==> src/rtl/poseidon_frame_collector.sv <==
// Collects ELEMS field-element beats into one Poseidon state vector and holds
// it until the permutation core takes it; framing errors are flagged and counted.
module poseidon_frame_collector #(
  parameter int WIDTH = 255,
  parameter int ELEMS = 3
) (
  input  logic                   clk,
  input  logic                   resetn,
  input  logic                   in_valid,
  output logic                   in_ready,
  input  logic                   in_last,
  input  logic [WIDTH-1:0]       in_payload,
  output logic                   out_valid,
  input  logic                   out_ready,
  output logic [WIDTH*ELEMS-1:0] out_state,
  output logic [6:0]             out_id,
  output logic                   err_pulse,
  output logic [7:0]             err_count
);

  localparam int IDX_W = (ELEMS > 1) ? $clog2(ELEMS) : 1;
  localparam int BUF_N = (ELEMS > 1) ? ELEMS - 1 : 1;
  localparam logic [IDX_W-1:0] LAST_IDX = IDX_W'(ELEMS - 1);

  typedef enum logic [1:0] {COLLECT, HOLD, DISCARD} state_t;

  state_t                   state;
  logic [IDX_W-1:0]         idx;
  logic [WIDTH-1:0]         elem_p0 [BUF_N];
  logic [WIDTH*ELEMS-1:0]   frame_vec;
  logic                     accept;

  function automatic logic [7:0] sat_inc(input logic [7:0] v);
    return (v == 8'hFF) ? v : v + 8'd1;
  endfunction

  assign accept = in_valid && in_ready;

  // Stage p0: staging buffer for all but the final element of a frame.
  always_ff @(posedge clk) begin
    if (state == COLLECT && accept && idx != LAST_IDX && !in_last) begin
      for (int k = 0; k < BUF_N; k++) begin
        if (idx == IDX_W'(k)) elem_p0[k] <= in_payload;
      end
    end
  end

  // The final element bypasses the buffer so the whole vector lands in one edge.
  always_comb begin
    frame_vec = '0;
    for (int k = 0; k < ELEMS - 1; k++) begin
      frame_vec[k*WIDTH +: WIDTH] = elem_p0[k];
    end
    frame_vec[(ELEMS-1)*WIDTH +: WIDTH] = in_payload;
  end

  always_ff @(posedge clk) begin
    if (!resetn) begin
      state     <= COLLECT;
      idx       <= '0;
      in_ready  <= 1'b0;
      out_valid <= 1'b0;
      out_state <= '0;
      out_id    <= '0;
      err_pulse <= 1'b0;
      err_count <= '0;
    end else begin
      err_pulse <= 1'b0;
      case (state)
        COLLECT: begin
          in_ready <= 1'b1;
          if (accept) begin
            if (idx == LAST_IDX) begin
              idx <= '0;
              if (in_last) begin
                state     <= HOLD;
                out_state <= frame_vec;
                out_valid <= 1'b1;
                in_ready  <= 1'b0;
              end else begin
                state     <= DISCARD;
                err_pulse <= 1'b1;
                err_count <= sat_inc(err_count);
              end
            end else if (in_last) begin
              idx       <= '0;
              err_pulse <= 1'b1;
              err_count <= sat_inc(err_count);
            end else begin
              idx <= idx + IDX_W'(1);
            end
          end
        end
        HOLD: begin
          if (out_valid && out_ready) begin
            state     <= COLLECT;
            out_valid <= 1'b0;
            out_id    <= out_id + 7'd1;
            in_ready  <= 1'b1;
          end
        end
        DISCARD: begin
          in_ready <= 1'b1;
          if (accept && in_last) begin
            state <= COLLECT;
            idx   <= '0;
          end
        end
        default: begin
          state     <= COLLECT;
          idx       <= '0;
          in_ready  <= 1'b0;
          out_valid <= 1'b0;
        end
      endcase
    end
  end

endmodule

==> config.mk <==
export PLATFORM = sky130hd
export DESIGN_NAME = poseidon_frame_collector
export DESIGN_NICKNAME = d
export VERILOG_FILES = /design/src/rtl/poseidon_frame_collector.sv
export SDC_FILE = /design/constraint.sdc
export NUM_CORES = 2
export LEC_CHECK = 0
export BUFFER_PORTS_ARGS = -buffer_cell sky130_fd_sc_hd__buf_2
export CELL_PAD_IN_SITES_DETAIL_PLACEMENT = 0
export CELL_PAD_IN_SITES_GLOBAL_PLACEMENT = 2
export CORE_AREA = 2 2 406 408
export DETAILED_ROUTE_END_ITERATION = 16
export DIE_AREA = 0 0 408 410
export PLACE_DENSITY_LB_ADDON = 0.05
export SYNTH_ARGS = -nofsm -noshare
export SYNTH_HDL_FRONTEND = slang
export SYNTH_SLANG_ARGS = --single-unit
export TNS_END_PERCENT = 1
==> constraint.sdc <==
create_clock -name clk -period 10.3 [get_ports clk]
set_clock_uncertainty 0.2 [all_clocks]
set_input_delay 0.515 -clock clk [delete_from_list [all_inputs] [get_ports clk]]
set_output_delay 0.515 -clock clk [all_outputs]
set_load 0.01 [all_outputs]
==> impl_metrics.csv <==
group,metric,value,unit
status,status,"completed",
cts,cts_buffers,153,
cts,clock-root-buffer,"clkbuf_16",
sta,rsz0062_at_grt,"no",
synth,syn_nets,4236,
worst_hold_path,hold_end,"out_valid$_SDFFE_PN0P_",
grt,grt_use_total,18.7,%
floorplanning,io_pins,1043,
detailed_routing,via_per_inst,4.31,
pwr,p_leak,21.8,nW
setup_path,crit_arrival,4380,ps
sta,slew_viol_final,0,
synth,synthCells,3965,
sta,fmax,255,MHz
synth,yosys_warnings,0,
cells_and_area,area_growth,32.5,%
synth,synthFlopType,"dfxtp_1",
cts,cts_sinks,1297,
setup_path,rrSetupSlack,6380,ps
cts,cts_tree,"yes",
place,io_buffers,1042,
pwr,power,0.0111,W
place,place.gp.congestion,0.760,
grt,first_global_vias,31000,
floorplanning,fp.dieArea,167000,um^2
setup_path,r2r_cells,8,
grt,grt_max_degree,184,
floorplanning,die_w,408,um
cts,insertion_delay,770,ps
detailed_routing,drt-pass1-iter-count,5,
sta,setup_tns,0,ps
setup_path,cp_max_fo,183,
detailed_routing,drt_iter0_drc,1644,
cells_and_area,finalNonFillerCells,7517,
cells_and_area,fillers,16900,
setup_path,worstSetupEndpointType,"flip-flop",
synth,syn_area,43500,um^2
setup_path,cp.required,10760,ps
detailed_routing,vias,32400,
pwr,ir_drop,157,uV
sta,tightest_slew,1210,ps
floorplanning,rows,149,
grt,grt_overflow,0,
cts,cts-htree-levels,4,
setup_path,crit_type,"reg -> reg",
synth,ys_ff_latch,1297,
setup_path,worst_setup_path_start_kind,"flip-flop",
sta,finalHoldViolations,0,
floorplanning,start_util,26.6,%
grt,antenna_found_initial,20,
setup_path,crit-reg2reg-launch,"state[0]$_SDFFE_PN0P_",
sta,holdWs,112,ps
cells_and_area,drive_gt1_share,26.0,%
synth,synth.distinct_cells,44,
place,numPlacedInstances,6965,
floorplanning,coreArea,163000,um^2
detailed_routing,wl_per_cell,21.7,um
floorplanning,die_y,410,um
detailed_routing,drt-total-wl,163000,um
cts,clock_path_buffers,3,
sta,max_slew_margin,19.1,%
run,cap_violations,0,
worst_hold_path,min_path_cells,5,
detailed_routing,drc,0,
synth,yosysSeqAreaShare,71.4,%
synth,async_flop_share,0,%
cts,clkSlewWorstSetupHoldPaths,60,ps
worst_hold_path,min_path_type,"in -> reg",
pwr,powerDensity,193,nW/um^2
cts,cts_resized,0,
detailed_routing,route.antenna.remaining_nets,0,
sta,fin_crit,3920,ps
grt,grt_pass1_wl,229000,um
cells_and_area,final_nets,5460,
synth,synth_edf_count,510,
worst_hold_path,worst_hold_startpoint,"in_valid",
sta,setup_viol,0,
setup_path,regToRegEndpoint,"out_state[462]$_SDFFE_PN0P_",
synth,syn_area_per_cell,11.0,um^2
place,dp_hpwl,107000,um
sta,fin_crit_sh,38.0,%
==> worst max-delay path by stage <==
| stage | startpoint | to | slack [ps] |
|---|---|---|---|
| finish | state[0]$_SDFFE_PN0P_ | out_state[462]$_SDFFE_PN0P_ | 6380 |
| global placement | state[0]$_SDFFE_PN0P_ | out_state[706]$_SDFFE_PN0P_ | 6320 |
| detailed placement | state[0]$_SDFFE_PN0P_ | out_state[718]$_SDFFE_PN0P_ | 6300 |
| CTS | state[0]$_SDFFE_PN0P_ | out_state[718]$_SDFFE_PN0P_ | 6290 |
| global route | state[0]$_SDFFE_PN0P_ | out_state[220]$_SDFFE_PN0P_ | 6050 |
| floorplan | state[0]$_SDFFE_PN0P_ | elem_p0[0][0]$_DFFE_PP_ | 2670 |
==> state kept, by name, summed over array words and instances (netlist names) <==
name,count
state,2
elem_p0,510
idx,2
out_id,7
out_valid,1
in_ready,1
err_pulse,1
out_state,765
err_count,8
==> placed cells by master, fill, tap and decap left out, types with 3 or more instances in the layout <==
master / synthesis / layout
clkinv_8: 0 / 3
edfxtp_1: 510 / 510
inv_6: 0 / 7
buf_4: 2 / 17
clkinv_1: 0 / 14
a21oi_2: 80 / 80
buf_2: 85 / 1042
nand3b_1: 3 / 3
nand4_1: 3 / 3
and3_1: 3 / 3
clkbuf_1: 87 / 56
nand3_1: 6 / 5
nor2_1: 5 / 5
dlygate4sd3_1: 0 / 258
diode_2: 0 / 7
nand2b_1: 3 / 3
ha_1: 11 / 11
buf_12: 4 / 10
mux2i_1: 3 / 3
nor3_1: 5 / 5
xnor2_1: 3 / 3
bufinv_16: 0 / 7
inv_1: 8 / 8
nand2_1: 1536 / 1536
a31oi_1: 3 / 3
clkbuf_8: 0 / 27
or3_1: 3 / 3
nand2_2: 10 / 10
clkinv_2: 0 / 13
clkbuf_16: 0 / 156
o21ai_0: 4 / 4
dfxtp_1: 787 / 787
a21oi_1: 697 / 697
==> layer usage <==
layer | GRT usage [%] | wire length (um) | vias up
met4 | 6.74 | 5440 | 16
met2 | 31.4 | 78900 | 825
met5 | 0 | 107 | -
li1 | - | - | 15700
met3 | 6.93 | 12700 | 230
met1 | 21.8 | 65900 | 15600
==> final cells by class <==
type                            instances  area (um^2)  share of cell area (%)
Inverter                                9         41.3                  0.0716
Clock inverter                         48          526                   0.912
Timing Repair Buffer                 1327         8130                    14.1
Multi-Input combinational cell       2401        10600                    18.5
Clock buffer                          239         4490                    7.78
Antenna cell                            7         17.5                  0.0304
Tap cell                             2189         2740                    4.75
Sequential cell                      1297        31100                    53.9
==> cells in the mapped netlist (2+ instances only) <==
| cell type | number | area, um^2 |
|---|---|---|
| clkbuf_1 | 87 | 327 |
| nand4_1 | 3 | 18.8 |
| nand2b_1 | 3 | 18.8 |
| and3_1 | 3 | 18.8 |
| mux2i_1 | 3 | 30.0 |
| nand3_1 | 6 | 30.0 |
| nor3_1 | 5 | 25.0 |
| and4_1 | 4 | 35.0 |
| buf_6 | 70 | 788 |
| a31oi_1 | 3 | 18.8 |
| xnor2_1 | 3 | 26.3 |
| dfxtp_1 | 787 | 15800 |
| edfxtp_1 | 510 | 15300 |
| nand2_2 | 10 | 62.6 |
| buf_4 | 2 | 15.0 |
| or4_1 | 2 | 15.0 |
| nand2_1 | 1536 | 5770 |
| buf_12 | 4 | 80.1 |
| inv_1 | 8 | 30.0 |
| buf_8 | 10 | 150 |
| o21ai_0 | 4 | 20.0 |
| and3_4 | 2 | 22.5 |
| o32ai_1 | 2 | 17.5 |
| buf_2 | 85 | 425 |
| a21oi_2 | 80 | 701 |
| nor2_1 | 5 | 18.8 |
| or3_1 | 3 | 18.8 |
| a21oi_1 | 697 | 3490 |
| ha_1 | 11 | 138 |
| nand3b_1 | 3 | 22.5 |
==> stage by stage <==
step	util, %	instance area [um^2]	setup WS [ps]
after floorplan	-	43500	2670
after detailed placement	30.6	50000	6300
after global placement	30.6	50000	6320
after CTS	35.2	57600	6290
after global routing	35.3	57600	6050
final	35.3	57600	6380
==> where the power goes <==
| group | internal, W | switching [W] | total (W) |
|---|---|---|---|
| combinational | 0.000118 | 0.000204 | 0.000321 |
| sequential | 0.00539 | 0.0000138 | 0.00541 |
| clock | 0.00318 | 0.00222 | 0.00540 |
| total | 0.00869 | 0.00244 | 0.0111 |
==> worst max-delay path: stages (launching register included) <==
cell and delay (ps):
dfxtp_1 380, inv_1 90, ha_1 320, and3_4 250, nand3_4 480, buf_12 520
buf_4 920, nand2_1 120, a21oi_1 180
==> repair_timing <==
item                                   4_1_cts  5_1_grt
setup buffers                                0        0
endpoints found under the hold margin      773        0
hold buffers                               258        0
==> cells by family (layout without fill, tap and decap cells) <==
kind of cell	Yosys count	after routing	share of synthesized area [%]
xor+xnor	4	4	0.0805
flops	1297	1297	71.4
fa+ha+maj	11	11	0.316
buf+inv	267	1623	4.18
simple gates	1589	1589	14.0
compound gates	793	793	9.90
mux	4	4	0.0949
other cells	0	7	0
(Power assumes the default switching activity.)
